`config.mk`:
```
export PLATFORM = sky130hd
export DESIGN_NAME = load_store_unit
export DESIGN_NICKNAME = d
export VERILOG_FILES = /design/src/rtl/lsu_pkg.sv /design/src/rtl/lsu_lane_align.sv /design/src/rtl/load_store_unit.sv
export SDC_FILE = /design/constraint.sdc
export NUM_CORES = 1
export LEC_CHECK = 0
export CAP_MARGIN = 10
export CORE_MARGIN = 5
export CORE_UTILIZATION = 45
export DETAILED_ROUTE_END_ITERATION = 7
export HOLD_SLACK_MARGIN = 0.06
export PLACE_DENSITY_LB_ADDON = 0.2
export SYNTH_ARGS = -nofsm -noshare
export SYNTH_HDL_FRONTEND = slang
export SYNTH_SLANG_ARGS = --single-unit
```
`constraint.sdc`:
```
create_clock -name clk -period 2.4 [get_ports clk]
set_clock_uncertainty 0.2 [all_clocks]
set_input_delay 0.48 -clock clk [delete_from_list [all_inputs] [get_ports clk]]
set_output_delay 0.48 -clock clk [all_outputs]
set_load 0.02 [all_outputs]
```
`src/rtl/lsu_pkg.sv`:
```
// Shared encodings for the load/store unit: access sizes (same as dataMemory DQM),
// FSM states, byte-lane offsets and the alignment check.
package lsu_pkg;

  typedef enum logic [1:0] {
    SIZE_BYTE    = 2'b00,
    SIZE_HALF    = 2'b01,
    SIZE_WORD    = 2'b10,
    SIZE_ILLEGAL = 2'b11
  } lsu_size_e;

  typedef enum logic [1:0] {
    ST_IDLE      = 2'b00,
    ST_ACCESS    = 2'b01,
    ST_RMW_WRITE = 2'b10,
    ST_RESP      = 2'b11
  } lsu_state_e;

  localparam logic [1:0] LANE_OFF_0 = 2'd0;
  localparam logic [1:0] LANE_OFF_1 = 2'd1;
  localparam logic [1:0] LANE_OFF_2 = 2'd2;
  localparam logic [1:0] LANE_OFF_3 = 2'd3;

  // Illegal size counts as misaligned so one check covers both error kinds.
  function automatic logic is_misaligned(input lsu_size_e size, input logic [1:0] off);
    logic bad;
    case (size)
      SIZE_BYTE: bad = 1'b0;
      SIZE_HALF: bad = off[0];
      SIZE_WORD: bad = (off != LANE_OFF_0);
      default:   bad = 1'b1;
    endcase
    return bad;
  endfunction

endpackage

```
`src/rtl/lsu_lane_align.sv`:
```
// Combinational byte-lane steering: load extract/extend and store merge for RMW.
module lsu_lane_align
  import lsu_pkg::*;
(
  input  logic [31:0] rd_word,
  input  logic [1:0]  offset,
  input  lsu_size_e   size,
  input  logic        is_unsigned,
  input  logic [31:0] wdata,
  output logic [31:0] load_data,
  output logic [31:0] merged_word
);

  logic [4:0]  shamt_s;
  logic [31:0] shifted_s;
  logic [7:0]  byte_s;
  logic [15:0] half_s;

  assign shamt_s   = {offset, 3'b000};
  assign shifted_s = rd_word >> shamt_s;
  assign byte_s    = shifted_s[7:0];
  assign half_s    = offset[1] ? rd_word[31:16] : rd_word[15:0];

  always_comb begin
    load_data = 32'd0;
    case (size)
      SIZE_BYTE: load_data = is_unsigned ? {24'd0, byte_s} : {{24{byte_s[7]}}, byte_s};
      SIZE_HALF: load_data = is_unsigned ? {16'd0, half_s} : {{16{half_s[15]}}, half_s};
      SIZE_WORD: load_data = rd_word;
      default:   load_data = 32'd0;
    endcase
  end

  always_comb begin
    merged_word = rd_word;
    case (size)
      SIZE_BYTE: merged_word = (rd_word & ~(32'h0000_00FF << shamt_s)) |
                               ({24'd0, wdata[7:0]} << shamt_s);
      SIZE_HALF: merged_word = offset[1] ? {wdata[15:0], rd_word[15:0]}
                                         : {rd_word[31:16], wdata[15:0]};
      SIZE_WORD: merged_word = wdata;
      default:   merged_word = rd_word;
    endcase
  end

endmodule

```
`src/rtl/load_store_unit.sv`:
```
// Byte-addressed load/store front end for a word-indexed dataMemory, with RMW for
// sub-word stores at nonzero offsets. Perf counters under `LSU_PERF_COUNTERS_EN.
module load_store_unit
  import lsu_pkg::*;
#(
  parameter int unsigned MEM_DEPTH = 1000
) (
  input  logic        clk,
  input  logic        rst,
  input  logic        reqValid,
  output logic        reqReady,
  input  logic        reqWrite,
  input  logic [1:0]  reqSize,
  input  logic        reqUnsigned,
  input  logic [31:0] reqAddr,
  input  logic [31:0] reqWdata,
  output logic        rspValid,
  input  logic        rspReady,
  output logic [31:0] rspRdata,
  output logic        rspErr,
  output logic [31:0] memAddress,
  output logic        memWriteEnable,
  output logic [31:0] memWriteData,
  output logic [1:0]  memDQM,
  input  logic [31:0] memReadData,
  output logic [31:0] loadCount,
  output logic [31:0] storeCount,
  output logic [31:0] rmwCount
);

  lsu_state_e  state_q, state_d;
  logic [1:0]  off_q, off_d;
  lsu_size_e   size_q, size_d;
  logic        write_q, write_d;
  logic        uns_q, uns_d;
  logic [31:0] wdata_q, wdata_d;
  logic [31:0] mem_addr_q, mem_addr_d;
  logic [31:0] mem_wdata_q, mem_wdata_d;
  lsu_size_e   mem_dqm_q, mem_dqm_d;
  logic [31:0] rsp_rdata_q, rsp_rdata_d;
  logic        rsp_err_q, rsp_err_d;

  logic        req_err_s;
  logic [31:0] load_data_s;
  logic [31:0] merged_s;

  assign req_err_s = is_misaligned(lsu_size_e'(reqSize), reqAddr[1:0]) ||
                     ({2'b00, reqAddr[31:2]} >= MEM_DEPTH);

  lsu_lane_align u_align (
    .rd_word     (memReadData),
    .offset      (off_q),
    .size        (size_q),
    .is_unsigned (uns_q),
    .wdata       (wdata_q),
    .load_data   (load_data_s),
    .merged_word (merged_s)
  );

  always_comb begin
    state_d     = state_q;
    off_d       = off_q;
    size_d      = size_q;
    write_d     = write_q;
    uns_d       = uns_q;
    wdata_d     = wdata_q;
    mem_addr_d  = mem_addr_q;
    mem_wdata_d = mem_wdata_q;
    mem_dqm_d   = mem_dqm_q;
    rsp_rdata_d = rsp_rdata_q;
    rsp_err_d   = rsp_err_q;
    case (state_q)
      ST_IDLE: begin
        if (reqValid) begin
          off_d       = reqAddr[1:0];
          size_d      = lsu_size_e'(reqSize);
          write_d     = reqWrite;
          uns_d       = reqUnsigned;
          wdata_d     = reqWdata;
          rsp_rdata_d = 32'd0;
          if (req_err_s) begin
            rsp_err_d = 1'b1;
            state_d   = ST_RESP;
          end else begin
            rsp_err_d   = 1'b0;
            mem_addr_d  = {2'b00, reqAddr[31:2]};
            mem_dqm_d   = lsu_size_e'(reqSize);
            mem_wdata_d = reqWrite ? reqWdata : mem_wdata_q;
            state_d     = ST_ACCESS;
          end
        end else begin
          state_d = ST_IDLE;
        end
      end
      ST_ACCESS: begin
        if (!write_q) begin
          rsp_rdata_d = load_data_s;
          state_d     = ST_RESP;
        end else if (off_q == LANE_OFF_0) begin
          state_d = ST_RESP;
        end else begin
          // dataMemory only writes sub-words into the low lanes, so write back a full word.
          mem_wdata_d = merged_s;
          mem_dqm_d   = SIZE_WORD;
          state_d     = ST_RMW_WRITE;
        end
      end
      ST_RMW_WRITE: state_d = ST_RESP;
      ST_RESP: begin
        if (rspReady) begin
          state_d = ST_IDLE;
        end else begin
          state_d = ST_RESP;
        end
      end
      default: state_d = ST_IDLE;
    endcase
  end

  always_ff @(posedge clk or negedge rst) begin
    if (!rst) begin
      state_q     <= ST_IDLE;
      off_q       <= LANE_OFF_0;
      size_q      <= SIZE_WORD;
      write_q     <= 1'b0;
      uns_q       <= 1'b0;
      wdata_q     <= 32'd0;
      mem_addr_q  <= 32'd0;
      mem_wdata_q <= 32'd0;
      mem_dqm_q   <= SIZE_WORD;
      rsp_rdata_q <= 32'd0;
      rsp_err_q   <= 1'b0;
    end else begin
      state_q     <= state_d;
      off_q       <= off_d;
      size_q      <= size_d;
      write_q     <= write_d;
      uns_q       <= uns_d;
      wdata_q     <= wdata_d;
      mem_addr_q  <= mem_addr_d;
      mem_wdata_q <= mem_wdata_d;
      mem_dqm_q   <= mem_dqm_d;
      rsp_rdata_q <= rsp_rdata_d;
      rsp_err_q   <= rsp_err_d;
    end
  end

  assign reqReady       = (state_q == ST_IDLE);
  assign rspValid       = (state_q == ST_RESP);
  assign rspRdata       = rsp_rdata_q;
  assign rspErr         = rsp_err_q;
  assign memAddress     = mem_addr_q;
  assign memWriteData   = mem_wdata_q;
  assign memDQM         = mem_dqm_q;
  assign memWriteEnable = ((state_q == ST_ACCESS) && write_q && (off_q == LANE_OFF_0)) ||
                          (state_q == ST_RMW_WRITE);

`ifdef LSU_PERF_COUNTERS_EN
  logic [31:0] load_count_q, load_count_d;
  logic [31:0] store_count_q, store_count_d;
  logic [31:0] rmw_count_q, rmw_count_d;

  always_comb begin
    load_count_d  = load_count_q;
    store_count_d = store_count_q;
    rmw_count_d   = rmw_count_q;
    if ((state_q == ST_ACCESS) && !write_q) begin
      load_count_d = load_count_q + 32'd1;
    end else begin
      load_count_d = load_count_q;
    end
    // Every successful store issues exactly one write pulse, direct or RMW.
    if (memWriteEnable) begin
      store_count_d = store_count_q + 32'd1;
    end else begin
      store_count_d = store_count_q;
    end
    if (state_q == ST_RMW_WRITE) begin
      rmw_count_d = rmw_count_q + 32'd1;
    end else begin
      rmw_count_d = rmw_count_q;
    end
  end

  always_ff @(posedge clk or negedge rst) begin
    if (!rst) begin
      load_count_q  <= 32'd0;
      store_count_q <= 32'd0;
      rmw_count_q   <= 32'd0;
    end else begin
      load_count_q  <= load_count_d;
      store_count_q <= store_count_d;
      rmw_count_q   <= rmw_count_d;
    end
  end

  assign loadCount  = load_count_q;
  assign storeCount = store_count_q;
  assign rmwCount   = rmw_count_q;
`else
  assign loadCount  = 32'd0;
  assign storeCount = 32'd0;
  assign rmwCount   = 32'd0;
`endif

endmodule
```
* Yosys cells after proc, flatten, opt, wreduce, memory -nomap -nowiden *
Cells that the tools add are included.

cells by class
  shift-type cells = 3
  equality and inequality tests = 13
  order comparisons = 1
  mux-type cells = 28
  bitwise gates (word level) = 4
  reduce and logical (&&, ||, !) cells = 15

operators by type and width
  cell                  number
  $mux 32               10
  $pmux 32 s3           2
  $pmux 32 s2           2
  $and 32x32->32        1
  $not 32->32           1
  $or 32x32->32         1
  $shl 8x5->32          1
  $shl 8x5->32 const A  1
  $shr 32x5->8          1
  $ge 30x10->1 const B  1
  $mux 16               1
  $mux 2                7
  $ne 2x2->1 const B    5
  $eq 2x2->1 const B    4
  $logic_not 2->1       4
  $pmux 2 s4            1
  $eq 2x1->1 const B    3
  $reduce_and 3->1      2
  $reduce_and 6->1      1
  $reduce_and 5->1      1
  $pmux 2 s2            1
  $reduce_bool 2->1     2
  $mux 1                3
  $pmux 1 s3            1
  other kinds (5)       7

word-level totals
  output and inout bits = 198
  bits of input ports = 104
  flip-flop bits (word level) = 137
  logic and storage cells = 75

* Depth between registers and ports, before layout *
  depth after elaboration = 8
  depth in mapped cells = 8

* Hierarchy *
Synthesis repeated with hierarchy kept, for this count alone.

unflattened totals
  cell total of the unflattened synthesis = 853
  area, all modules = 8174.1 sq um

by module, submodules not included
  module           area an instance (sq um)  cells an instance  sequential area each (sq um)  times used
  load_store_unit  6218.5                    542                3430.8                        1
  lsu_lane_align   1955.6                    311                0.0                           1

* Least setup slack after synthesis *
OpenSTA, ideal clock, no wires.

  path kind = reg2out
  from = register state_q[0]
  to = output port memWriteEnable
  setup slack = 0.197 ns
  cell stages (with the launch flop) = 7
  buffers on the path = 3
  arrival = 1.523 ns
  cell sequence = dfrtp_1 buf_2 and2b_1 clkbuf_1 buf_1 nand3_1 o21ai_0

between the ends
  longest elaborated chain between the ends = 4
  elaborated cells between the ends (all ways) = 5

ends and longest elaborated chain
  item                             line                    RTL
  start: declaration               load_store_unit.sv:31   lsu_state_e state_q, state_d;
  start signal: assignment         load_store_unit.sv:134  state_q <= state_d;
  $eq 2x1->1                       load_store_unit.sv:155  assign memWriteEnable = ((state_q == ST_ACCESS) && write_q && (off_q == LANE_OFF_0)) ||
  $logic_and 1x1->1 (2 in series)  load_store_unit.sv:155
  $logic_or 1x1->1 (*)             load_store_unit.sv:155
  end: declaration                 load_store_unit.sv:22   output logic memWriteEnable,

Every way passes the cells marked *; elsewhere a longest branch is shown, timed or not.

* Worst setup path after layout *
  from = input port reqAddr[29]
  to = register mem_wdata_q[6] (netlist: memWriteData[6])

between the ends
  longest elaborated chain between the ends = 4

ends and longest elaborated chain
  item                        line                    RTL
  start: declaration          load_store_unit.sv:15   input logic [31:0] reqAddr,
  $ge 30x10->1                load_store_unit.sv:48   ({2'b00, reqAddr[31:2]} >= MEM_DEPTH);
  $logic_or 1x1->1            load_store_unit.sv:47   assign req_err_s = is_misaligned(lsu_size_e'(reqSize), reqAddr[1:0]) ||
  $ne 2x2->1 (no line)        n/a
  $reduce_and 6->1 (no line)  n/a
  end signal: assignment      load_store_unit.sv:141  mem_wdata_q <= mem_wdata_d;
  end: declaration            load_store_unit.sv:38   logic [31:0] mem_wdata_q, mem_wdata_d;

Every way passes these cells.
A chain may end at the register's enable or synchronous reset.

==> key figures <==
Outcome
  • Status: completed

Routing
  • # DRC: 0
  • Drt total wl: 22990 um
  • Vias: 6234
  • Starting DRT DRC Count: 435
  • First-pass DRT Iterations: 5
  • Via density: 5.239
  • Routed Antenna Nets: 0
  • Wire per inst: just under 20 um

STA
  • Final worst path period share: between 90% and 100%
  • Slew headroom: 65.11%
  • Worst slew pin tran: 522.3 ps
  • FMAX: about 440 MHz
  • Final hold vios: 0
  • Final setup viols: 0
  • Final hold slack: 276.3 ps
  • Max Slew Vio Count: 0
  • Fin crit period: around 2300 ps
  • RSZ-0062 raised after global routing: false

Floorplan
  • Starting Density: 45.59%
  • Chip height: between 100 and 150 um
  • IO Pins: 302
  • Core area: 17180 um^2
  • Die area: 20140 um^2
  • Die width: 141.9 um
  • Rows: 48

Clock tree
  • Root Buffer: clkbuf_16
  • H-Tree Level Count: 4
  • Worst-path clk slew: 60 ps
  • CTS tree: built
  • Clk_lat worst skew: approximately 420 ps
  • # Post-CTS Setup Buffers: 0
  • CTS Sinks: 137
  • CTS Buffer Depth: 2
  • CTS buffer count: 17

Worst setup path
  • CP peak stage delay: 410 ps
  • Critical path launch point: reqAddr[29]
  • Crit path required time: 2500 ps
  • Endpoint type of the worst setup path: register
  • Top delay family on crit path: simple AND/OR/NAND/NOR gates
  • WP buf/inv: 2
  • Crit path capture: memWriteData[6]$_DFFE_PN0P_
  • R2R Path End: memWriteData[16]$_DFFE_PN0P_
  • Crit path max fanout: 22
  • CP max stage cell: clkdlybuf4s50_1
  • Critical Path, Cell by Cell: clkdlybuf4s50_1 > nor4_2 > nand3_1 > nor2_2 > nand2_2 > a211o_2 > buf_12 > mux2_4
  • Critical path depth: 8
  • Arrival time at the worst endpoint: roughly 2400 ps
  • Worst reg2reg path depth: 6
  • Critical Path Start Type: input pin
  • WS Path Type: in2reg
  • Slack of the worst reg-to-reg path: 150 ps
  • Reg-to-Reg Start: off_q[0]$_DFFE_PN0P_

Power
  • Maximum vdd drop: 0.5828 mV
  • Leak Pwr: 4.859 nW
  • Total power: 12.67 mW
  • Power per cell area: between 1000 and 1500 nW/um^2

Placement
  • Post-Place Cell Area: 9975 um^2
  • Detailed placement HPWL: 17210 um
  • Final Wtd Congestion: 0.8845
  • Port Buffer Count: 203

Finish
  • Most frequent cells in the layout: clkdlybuf4s50_1, dfrtp_1, conb_1
  • Post-route cell area: approximately 11000 um^2
  • Layout area overhead: 35.15%
  • Commonest non-fill, non-tap cell in the layout: clkdlybuf4s50_1
  • Nets: 1057
  • Share of cells above drive strength 1: between 20% and 30%
  • # diodes: 0

Global route
  • First-pass GRT wire length: 34790 um
  • GR Util All Layers: 22.42%
  • Total grt overflow: 0
  • Vias in the first global route: 6058
  • Pin count of the biggest net entering global routing: 55
  • Initial antenna violation count: 0

Synthesis
  • Synth Register Bits: 137
  • Seq/Total Area, Yosys: 43.81%
  • Share of the synthesized area in the top cell type: 43.14%
  • Cell area after synthesis: 7831 um^2
  • Count of flip-flops with a built-in enable after synthesis: 0
  • Commonest register cell after synthesis: dfrtp_1
  • Yosys warnings: 0
  • Cells after Synth: 725
  • Synth area leader: dfrtp_1
  • Share of synthesized registers carrying an async set or reset: between 90% and 100%
  • Top cells by area, synth: dfrtp_1, buf_4, mux2_2
  • Yosys cell types: 51
  • Syn_area_per_cell: 10.80 um^2

Flow run
  • MaxCap Viol Count: 0

Min path
  • Hold WC Path Type: reg2reg
## per-stage QoR
stage                     utilization, %  worst slack (ps)  cells  setup TNS [ps]
final                              61.62             102.3   1190               0
after floorplan                        -             196.9    822               0
after global routing               61.62             14.19   1190               0
after CTS                          61.62             101.3   1190               0
after global placement             58.07            -325.0   1158          -11210
after detailed placement           58.07            -337.9   1158          -12010
## worst min-delay path by stage
| stage | cells after the start | end | startpoint | slack (ps) |
|---|---|---|---|---|
| 4_1_cts | 2 | rspRdata[6]$_DFFE_PN0P_ | rspRdata[6]$_DFFE_PN0P_ | 280 |
| 3_3_place_gp | 1 | memAddress[29]$_DFFE_PN0P_ | rst | 210 |
| 2_1_floorplan | 0 | memAddress[0]$_DFFE_PN0P_ | rst | -20 |
| 3_5_place_dp | 1 | memAddress[29]$_DFFE_PN0P_ | rst | 210 |
| 5_1_grt | 1 | memAddress[24]$_DFFE_PN0P_ | memAddress[24]$_DFFE_PN0P_ | 300 |
| 6_report | 2 | rspRdata[6]$_DFFE_PN0P_ | rspRdata[6]$_DFFE_PN0P_ | 280 |
## synthesized netlist by cell type, types with 8 or more instances
cell and instances:
a211o_1 8, a21o_1 8, a21oi_1 43, a221o_1 16
a221oi_1 14, a22oi_1 18, and2_1 22, and3_1 9
buf_2 11, buf_4 99, clkbuf_1 23, dfrtp_1 135
inv_1 12, mux2_2 65, mux2_4 23, mux2i_1 24
nand2_1 50, nand3_1 10, nor2_1 26, nor2b_1 9
o21ai_0 30, o22ai_1 8
## kinds of logic after synthesis
logic type / synth area share, %
and+or+nand+nor: 9.682
buffers and inverters: 13.31
other: 0.04789
AOI/OAI and AO/OA: 14.32
muxes: 18.84
DFF: 43.81
## state kept, by name, summed over array words and instances, names as in the netlist, 2 cells and up
signal / count
memAddress: 30
memDQM: 2
memWriteData: 32
off_q: 2
rspRdata: 32
size_q: 2
state_q: 2
wdata_q: 32
## layout make-up
class                           count  area, um^2
Fill cell                        1458        6593
Tap cell                          225       281.5
Clock inverter                     11       145.1
Multi-Input combinational cell    529        3731
Timing Repair Buffer              256        2492
Inverter                           12       45.04
Clock buffer                       20       456.7
Sequential cell                   137        3432
## layer usage
layer	wire length (um)	part of all wire (%)	global-route usage [%]
met5	0	0	0
met4	496	2.2	7.121
met3	2511	11	7.347
met2	10470	46	34.72
met1	9520	41	30.04
## report_power, final
group | total, mW | switching, mW | leakage, nW | internal (mW)
registers | 3.87 | 0.724 | 1.73 | 3.15
clock network | 2.68 | 1.00 | 0.288 | 1.68
logic | 6.12 | 3.12 | 2.84 | 3.00
## worst min-delay path: cells and delay by family (launching register included)
family / cells / cell delay, ps
flops: 1 / 340
simple gates: 1 / 40
compound gates: 1 / 60
## repair_timing
| item | CTS | global route |
|---|---|---|
| hold endpoints to repair | 36 | 0 |
| gates resized for setup | 4 | 0 |
| endpoints found under the setup margin | 3 | 0 |
| hold buffers | 1 | 0 |
Note: power is estimated with default switching activity, not from simulation.
